[config.mk]
export PLATFORM = sky130hd
export DESIGN_NAME = clock_display_driver
export DESIGN_NICKNAME = d
export VERILOG_FILES = /design/src/rtl/clock_display_pkg.sv /design/src/rtl/clock_display_driver_bin_to_bcd_serial.sv /design/src/rtl/clock_display_driver.sv
export SDC_FILE = /design/constraint.sdc
export NUM_CORES = 1
export LEC_CHECK = 0
export CAP_MARGIN = 30
export CORE_UTILIZATION = 65
export CTS_BUF_LIST = sky130_fd_sc_hd__clkbuf_4 sky130_fd_sc_hd__clkbuf_8
export CTS_CLUSTER_DIAMETER = 120
export DETAILED_ROUTE_END_ITERATION = 7
export PLACE_DENSITY = 0.86
export SLEW_MARGIN = 30
export SYNTH_ARGS = -nofsm -noshare
export SYNTH_HDL_FRONTEND = slang
export SYNTH_SLANG_ARGS = --single-unit
[constraint.sdc]
create_clock -name clk -period 4.6 [get_ports clk]
set_clock_uncertainty 0.15 [all_clocks]
set_input_delay 0.92 -clock clk [delete_from_list [all_inputs] [get_ports clk]]
set_output_delay 0.92 -clock clk [all_outputs]
set_load 0.02 [all_outputs]
[src/rtl/clock_display_pkg.sv]
// Shared types and constants for the clock display driver: conversion FSM
// states, edit-mode and digit-index encodings, and 7-segment codes.
package clock_display_pkg;

  localparam int unsigned FIELD_BITS = 6;
  localparam int unsigned NUM_DIGITS = 6;

  typedef enum logic [1:0] {
    ST_IDLE,
    ST_LOAD,
    ST_SHIFT,
    ST_COMMIT
  } conv_state_e;

  typedef enum logic [1:0] {
    MODE_RUN,
    MODE_SET_SEC,
    MODE_SET_MIN,
    MODE_SET_HR
  } mode_e;

  typedef enum logic [2:0] {
    DIG_SEC_ONES,
    DIG_SEC_TENS,
    DIG_MIN_ONES,
    DIG_MIN_TENS,
    DIG_HR_ONES,
    DIG_HR_TENS
  } digit_idx_e;

  localparam logic [6:0] SEG_0 = 7'h3F;
  localparam logic [6:0] SEG_1 = 7'h06;
  localparam logic [6:0] SEG_2 = 7'h5B;
  localparam logic [6:0] SEG_3 = 7'h4F;
  localparam logic [6:0] SEG_4 = 7'h66;
  localparam logic [6:0] SEG_5 = 7'h6D;
  localparam logic [6:0] SEG_6 = 7'h7D;
  localparam logic [6:0] SEG_7 = 7'h07;
  localparam logic [6:0] SEG_8 = 7'h7F;
  localparam logic [6:0] SEG_9 = 7'h6F;

  function automatic logic [6:0] digit_to_seg(input logic [3:0] d);
    logic [6:0] s;
    case (d)
      4'd0:    s = SEG_0;
      4'd1:    s = SEG_1;
      4'd2:    s = SEG_2;
      4'd3:    s = SEG_3;
      4'd4:    s = SEG_4;
      4'd5:    s = SEG_5;
      4'd6:    s = SEG_6;
      4'd7:    s = SEG_7;
      4'd8:    s = SEG_8;
      4'd9:    s = SEG_9;
      default: s = 7'h00;
    endcase
    return s;
  endfunction

endpackage

[src/rtl/clock_display_driver_bin_to_bcd_serial.sv]
// Serial double-dabble converter for one 6-bit field: load, then six
// add-3/shift steps. bcd_next_c is the BCD value after the current shift.
module bin_to_bcd_serial (
  input  logic       clk,
  input  logic       reset,
  input  logic       load,
  input  logic       shift,
  input  logic [5:0] bin_in,
  output logic [7:0] bcd_next_c
);

  logic [13:0] sr_q, sr_d, adj;

  always_comb begin
    adj = sr_q;
    if (adj[9:6] >= 4'd5)   adj[9:6]   = adj[9:6] + 4'd3;
    if (adj[13:10] >= 4'd5) adj[13:10] = adj[13:10] + 4'd3;
    sr_d = sr_q;
    if (load)       sr_d = {8'd0, bin_in};
    else if (shift) sr_d = {adj[12:0], 1'b0};
  end

  assign bcd_next_c = adj[12:5];

  always_ff @(posedge clk) begin
    if (reset) sr_q <= '0;
    else       sr_q <= sr_d;
  end

endmodule

[src/rtl/clock_display_driver.sv]
// Converts binary h/m/s to BCD and scans six 7-segment digits.
// Optional edit-field blinking is built when DISPLAY_BLINK_EN is defined.
module clock_display_driver
  import clock_display_pkg::*;
#(
  parameter int unsigned SCAN_DIV  = 1000,
  parameter int unsigned BLINK_DIV = 64
) (
  input  logic       clk,
  input  logic       reset,
  input  logic [4:0] hours,
  input  logic [5:0] minutes,
  input  logic [5:0] seconds,
  input  logic [1:0] mode,
  output logic [6:0] seg,
  output logic       dp,
  output logic [5:0] digit_en,
  output logic       busy
);

  localparam int unsigned PRE_W = $clog2(SCAN_DIV);

  conv_state_e      state_q, state_d;
  logic [16:0]      snap_q, snap_d, cur_time;
  logic [2:0]       bit_q, bit_d;
  logic [1:0]       field_q, field_d;
  logic [2:0][7:0]  stage_q, stage_d;
  logic [5:0][3:0]  digits_q, digits_d;
  logic [PRE_W-1:0] pre_q, pre_d;
  logic [2:0]       idx_q, idx_d;
  logic [6:0]       seg_q, seg_d;
  logic             dp_q, dp_d, busy_q, busy_d, tick;
  logic [5:0]       en_q, en_d;
  logic             conv_load, conv_shift;
  logic [5:0]       conv_bin;
  logic [7:0]       bcd_c;

  assign cur_time = {hours, minutes, seconds};

  bin_to_bcd_serial u_bcd (
    .clk        (clk),
    .reset      (reset),
    .load       (conv_load),
    .shift      (conv_shift),
    .bin_in     (conv_bin),
    .bcd_next_c (bcd_c)
  );

  // Sequencer: seconds, minutes, hours back to back; next field loads on last shift
  always_comb begin
    state_d    = state_q;
    snap_d     = snap_q;
    bit_d      = bit_q;
    field_d    = field_q;
    stage_d    = stage_q;
    digits_d   = digits_q;
    conv_load  = 1'b0;
    conv_shift = 1'b0;
    conv_bin   = seconds;
    case (state_q)
      ST_IDLE: if (cur_time != snap_q) state_d = ST_LOAD;
      ST_LOAD: begin
        snap_d    = cur_time;
        conv_load = 1'b1;
        bit_d     = '0;
        field_d   = '0;
        state_d   = ST_SHIFT;
      end
      ST_SHIFT: begin
        conv_shift = 1'b1;
        bit_d      = bit_q + 3'd1;
        if (bit_q == 3'(FIELD_BITS - 1)) begin
          bit_d = '0;
          case (field_q)
            2'd0: begin
              stage_d[0] = bcd_c;
              conv_load  = 1'b1;
              conv_bin   = snap_q[11:6];
              field_d    = 2'd1;
            end
            2'd1: begin
              stage_d[1] = bcd_c;
              conv_load  = 1'b1;
              conv_bin   = {1'b0, snap_q[16:12]};
              field_d    = 2'd2;
            end
            default: begin
              stage_d[2] = bcd_c;
              state_d    = ST_COMMIT;
            end
          endcase
        end
      end
      ST_COMMIT: begin
        digits_d = stage_q;
        state_d  = ST_IDLE;
      end
      default: state_d = ST_IDLE;
    endcase
    busy_d = (state_d != ST_IDLE);
  end

  assign tick = (pre_q == PRE_W'(SCAN_DIV - 1));

`ifdef DISPLAY_BLINK_EN
  localparam int unsigned FR_W = (BLINK_DIV > 1) ? $clog2(BLINK_DIV) : 1;

  logic [FR_W-1:0] frame_q, frame_d;
  logic            phase_q, phase_d, blank_c;

  // Phase flips every BLINK_DIV full scan frames
  always_comb begin
    frame_d = frame_q;
    phase_d = phase_q;
    if (tick && idx_q == 3'(DIG_HR_TENS)) begin
      if (frame_q == FR_W'(BLINK_DIV - 1)) begin
        frame_d = '0;
        phase_d = ~phase_q;
      end else begin
        frame_d = frame_q + FR_W'(1);
      end
    end
    blank_c = phase_q && (mode != MODE_RUN) && (idx_q[2:1] == (mode - 2'd1));
  end

  always_ff @(posedge clk) begin
    if (reset) begin
      frame_q <= '0;
      phase_q <= 1'b0;
    end else begin
      frame_q <= frame_d;
      phase_q <= phase_d;
    end
  end
`else
  logic unused_mode;
  assign unused_mode = ^{mode, 32'(BLINK_DIV)};
`endif

  // Scan: outputs follow the digit index one cycle after it advances
  always_comb begin
    pre_d = tick ? '0 : pre_q + PRE_W'(1);
    idx_d = idx_q;
    if (tick) idx_d = (idx_q == 3'(DIG_HR_TENS)) ? 3'd0 : idx_q + 3'd1;
    seg_d = digit_to_seg(digits_q[idx_q]);
    en_d  = 6'd1 << idx_q;
    dp_d  = (idx_q == 3'(DIG_MIN_ONES)) || (idx_q == 3'(DIG_HR_ONES));
`ifdef DISPLAY_BLINK_EN
    if (blank_c) seg_d = '0;
`endif
  end

  always_ff @(posedge clk) begin
    if (reset) begin
      state_q  <= ST_LOAD;
      snap_q   <= '0;
      bit_q    <= '0;
      field_q  <= '0;
      stage_q  <= '0;
      digits_q <= '0;
      pre_q    <= '0;
      idx_q    <= '0;
      seg_q    <= SEG_0;
      dp_q     <= 1'b0;
      en_q     <= 6'b000001;
      busy_q   <= 1'b0;
    end else begin
      state_q  <= state_d;
      snap_q   <= snap_d;
      bit_q    <= bit_d;
      field_q  <= field_d;
      stage_q  <= stage_d;
      digits_q <= digits_d;
      pre_q    <= pre_d;
      idx_q    <= idx_d;
      seg_q    <= seg_d;
      dp_q     <= dp_d;
      en_q     <= en_d;
      busy_q   <= busy_d;
    end
  end

  assign seg      = seg_q;
  assign dp       = dp_q;
  assign digit_en = en_q;
  assign busy     = busy_q;

endmodule
### Yosys cells after proc, flatten, opt, wreduce, memory -nomap -nowiden

Memory sizes are Yosys's and may differ from the RTL's. A register that Yosys moved wholly into a read port is not among the register bits.
Cells that the tools add are included.

* $add $sub $neg: 5
* $lt $le $gt $ge: 3
* equality and inequality tests: 12
* shifts and indexed selects: 1
* multiplexer cells: 23
* bitwise gates (word level): 1
* reductions and logical operators: 13

Operator list (count)
* $mux 6: 4
* $ne 17x17->1: 1
* $bmux 4 s3: 1
* $pmux 6 s2: 1
* $reduce_and 3->1: 4
* $add 10x1->10 const B: 1
* $eq 10x10->1 const B: 1
* $eq 3x3->1 const B: 3
* $mux 3: 3
* $ge 4x3->1 const B: 2
* $mux 2: 4
* $mux 4: 2
* $pmux 2 s2: 2
* $pmux 2 s4: 1
* $add 3x1->3 const B: 2
* $pmux 3 s2: 1
* $reduce_bool 2->1: 3
* $reduce_or 2->1: 3
* $shl 1x3->6 const A: 1
* $add 4x2->4 const B: 1
* $eq 2x1->1 const B: 2
* $eq 2x2->1 const B: 2
* $logic_not 2->1: 2
* $lt 3x4->1 const B: 1
* 8 further kinds: 10

* register bits: 107
* memory bits (read-only): 112
* input bits: 21
* output and inout bits: 15
* logic and storage cells: 79
* memories: 1

Memory list
* (no name shown): words 16, bits a word 7, read ports 1, clocked after Yosys merged registers in 1, wr ports 0, line clock_display_pkg.sv:44 `case (d)`

### Depth between registers and ports, before layout

* depth in word-level cells: 6
* gate-level depth with buffers: 11
* gate-level depth less buffers: 9

### Hierarchy

Synthesis repeated with hierarchy kept, for this count alone.

* cells, all modules: 563
* area, all modules: 5222.5 µm²

Modules (own cells, without submodules)
* clock_display_driver: instances 1, cells each 458, area each 4374.2 µm², seq. area each 2001.9 µm²
* bin_to_bcd_serial: instances 1, cells each 105, area each 848.3 µm², seq. area each 280.3 µm²

### Worst setup path after synthesis

OpenSTA, ideal clock, no wires.

* path kind: reg2reg
* start: register idx_q[2]
* end: register seg_q[6] (netlist: seg[6])
* library setup time: 0.087 ns
* data arrival time: 2.176 ns
* data required time: 4.363 ns
* setup slack: 2.187 ns
* stages on the path, launching flop included: 10
* buffers on the path: 2
* clock period less this slack: 2.413 ns
* path through: dfxtp_1 buf_2 buf_2 o21ai_0 a21oi_1 a2bb2oi_1 inv_1 ha_1 or4_1 o31ai_1

* cells in the longest elaborated chain, start to end: 2

RTL lines
* start: declaration: line clock_display_driver.sv:30 `logic [2:0] idx_q, idx_d;`
* start signal: assignment: line clock_display_driver.sv:175 `idx_q <= idx_d;`
* $bmux 4 s3: line clock_display_driver.sv:145 `seg_d = digit_to_seg(digits_q[idx_q]);`
* $mux 4 (implied by the code): line clock_display_driver.sv:145
* end: declaration: line clock_display_driver.sv:31 `logic [6:0] seg_q, seg_d;`

No other way between the ends. The select of a mux whose other input is x is not followed.
A chain may end at the register's enable or synchronous reset.

### Final worst setup path

* start: register idx_q[1]
* end: register seg_q[6] (netlist: seg[6])

The elaborated chain is that of the path after synthesis.

==> flow_metrics.tcl <==
set metrics [dict create \
    outcome "finished clean" \
    grt.total_usage 0.259 \
    yosys_warnings 0 \
    r2r_cells 8 \
    finalSetupViolCount 0 \
    cp_max_fo 22 \
    antenna_cells 0 \
    first_global_vias 3775 \
    drt_iter0_markers 170 \
    ios 36 \
    slew_headroom 0.492 \
    p_per_area_nw_per_um2 406 \
    finalCritPeriodShare 0.664 \
    p_seq_frac 0.447 \
    whs_endpoint "pre_q[0]" \
    cts.sinks 114 \
    switchingPower_w 0.000599 \
    clockRootBuffer "clkbuf_8" \
    grt_max_degree 61 \
    slew_violations 0 \
    postCtsResizedCells 0 \
    dr.pass1.iters 4 \
    synth_nets 582 \
    yosysSeqAreaShare 0.451 \
    grt_overflow 0 \
    worstSetupPathType "reg2reg" \
    ys_ff_latch 114 \
    cts_tree "built" \
    antenna_found_initial 0 \
    r2r_slack_ns 1.54 \
    hold_violations 0 \
    combPwrFrac 0.121 \
    r2r-end "seg[6]" \
    fmax_ghz 0.327 \
    avgSynthCellArea_um2 9.27 \
    synth_top_cell_by_area "dfxtp_1" \
    ys_types 54 \
    min_path_type "reg2reg" \
    routed_via_density 5.68 \
    power_leakage_nw 2.27 \
    layout_commonest_cell "dfxtp_1" \
    fillCellCount 471 \
    grt_setup_unrepaired "false" \
    yosysTopAreaCellShare 0.451 \
    end_kind "flop" \
    postRouteWirelength_mm 9.88 \
    r2r-start "idx_q[1]" \
    p_clk_frac 0.432 \
    cts_max_level 4 \
    postCtsSetupBuffers 0 \
    holdPathStages 1 \
    fin_nets 605 \
    ant_nets 0 \
    maxCapViolations 0 \
    die_area_um2 8150 \
    worstSkewPairLatency_ns 0.44 \
    fp.dieH_um 90.3 \
    place_area_um2 5370 \
    worstSetupStartpointType "flop" \
    period_needed_ns 3.06 \
    finalSetupTns_ns 0 \
    die_w_um 90.3 \
    grt_pass1_wl_mm 17.0 \
    synth.area.top_cells "dfxtp_1, mux2i_1, nor2_1" \
    start_util 0.683 \
    num_rows 31 \
    synth-main-ff-cell "dfxtp_1" \
    postCtsHoldBufs 0 \
    drive_gt1_frac 0.0842 \
    layout_common_cells "dfxtp_1, nor2_1, mux2i_1" \
    worstHoldStart "pre_q[0]" \
    drc 0 \
    routedWlPerCell_um 14.5 \
    cp.required_ns 4.80 \
    peakVddDrop_uv 305 \
    area_growth_pct 14.9 \
    arrival_ns 3.25 \
    internal_power_w 0.00177 \
    stdcell_area_um2 5820 \
    dpl.hpwl_mm 6.47 \
    globalplace.congestion 0.834 \
    portBuffers 33 \
    syn-cell-area_um2 5060 \
    worstMarginPinSlew_ns 0.760 \
    via_count 3868 \
    synthArstFlopShare 0 \
    clk_pin_slew_ns 0.07 \
    syn_inst 546 \
    core_area_um2 7410 \
    numCtsBuffers 17 \
    ctsLongestPathBuffers 2 \
    synth_edf_count 0 \
    swShare 0.253 \
]
-- cells by family (layout without fill, tap and decap cells) --
| logic type | after synthesis | after routing | synth area share |
|---|---|---|---|
| mux | 79 | 79 | 0.162 |
| buf+inv | 48 | 84 | 0.0437 |
| xor+xnor | 27 | 27 | 0.0467 |
| compound gates | 87 | 87 | 0.103 |
| flops | 114 | 114 | 0.451 |
| simple gates | 176 | 176 | 0.157 |
| fa+ha+maj | 15 | 15 | 0.0371 |
-- synthesized netlist by cell type, types with 2 or more instances --
| master | instances |
|---|---|
| dfxtp_1 | 114 |
| nor2_1 | 112 |
| mux2i_1 | 75 |
| a21oi_1 | 32 |
| o21ai_0 | 19 |
| xor2_1 | 19 |
| clkbuf_1 | 17 |
| a211oi_1 | 15 |
| ha_1 | 15 |
| inv_1 | 15 |
| nand2_1 | 15 |
| buf_2 | 9 |
| xnor2_1 | 8 |
| nand2b_1 | 6 |
| nor2b_1 | 6 |
| nand3_1 | 5 |
| nor3_1 | 5 |
| nor4_1 | 4 |
| o21ai_1 | 4 |
| a31oi_1 | 3 |
| buf_6 | 3 |
| nand4_1 | 3 |
| nor3b_1 | 3 |
| a211o_1 | 2 |
| a21o_1 | 2 |
| and2_1 | 2 |
| and3_1 | 2 |
| buf_4 | 2 |
| o21ai_2 | 2 |
| or2_2 | 2 |
| or3_1 | 2 |
-- flip-flops by register name, indices dropped and copies added (netlist names) --
| signal | count |
|---|---|
| pre_q | 10 |
| digit_en | 6 |
| idx_q | 3 |
| snap_q | 17 |
| digits_q | 24 |
| stage_q | 24 |
| seg | 7 |
| bit_q | 3 |
| state_q | 2 |
| dp | 1 |
| field_q | 2 |
| u_bcd.sr_q | 14 |
| busy | 1 |
-- final cells by class --
type	count	area [µm²]	area share
Multi-Input combinational cell	384	2560	0.440
Sequential cell	114	2280	0.392
Timing Repair Buffer	36	350	0.0602
Clock buffer	19	255	0.0439
Clock inverter	13	185	0.0318
Tap cell	99	124	0.0213
Inverter	16	60.1	0.0103
-- how the worst max path moves through the flow --
| stage | startpoint | end | slack, ns | cells past startpoint |
|---|---|---|---|---|
| finish | idx_q[1] | seg[6] | 1.54 | 8 |
| global route | idx_q[1] | seg[6] | 1.30 | 8 |
| CTS | idx_q[1] | seg[6] | 1.54 | 8 |
| detailed placement | idx_q[1] | seg[6] | 1.58 | 8 |
| global placement | idx_q[1] | seg[6] | 1.66 | 8 |
| floorplan | idx_q[2] | seg[6] | 2.19 | 9 |
-- routing by layer --
layer | global-route usage | share of wire | up-vias
met5 | 0 | 0 | -
met3 | 0.0715 | 0.042 | 24
li1 | - | - | 1912
met2 | 0.447 | 0.52 | 91
met4 | 0.126 | 0.025 | 0
met1 | 0.294 | 0.41 | 1841
-- through the flow --
stage / hold WS (ns) / util / setup WS (ns) / cells / power [W]
2_1_floorplan: 0.263 / - / 2.19 / 546 / 0.00129
3_3_place_gp: 0.274 / 0.725 / 1.66 / 649 / 0.00135
3_5_place_dp: 0.281 / 0.725 / 1.58 / 649 / 0.00136
4_1_cts: 0.294 / 0.785 / 1.54 / 681 / 0.00237
5_1_grt: 0.318 / 0.786 / 1.30 / 681 / 0.00246
6_report: 0.295 / 0.786 / 1.54 / 681 / 0.00236
-- power by group through the flow --
stage / sequential (W) / combinational, W / clock (W)
after floorplan: 0.00107 / 0.000219 / 0
after global placement: 0.00108 / 0.000274 / 0
after detailed placement: 0.00108 / 0.000281 / 0
after CTS: 0.00106 / 0.000285 / 0.00103
after global routing: 0.00106 / 0.000311 / 0.00108
final: 0.00106 / 0.000286 / 0.00102
-- critical path, cell delays in order (launching register included) --
cell and delay, ns:
dfxtp_1 0.82, mux2i_1 0.26, nor2_1 0.08, a21o_1 0.20, a2bb2oi_1 0.48, inv_1 0.15, ha_1 0.24, or4_1 0.52
o31ai_1 0.07
Note: power is estimated with default switching activity, not from simulation.
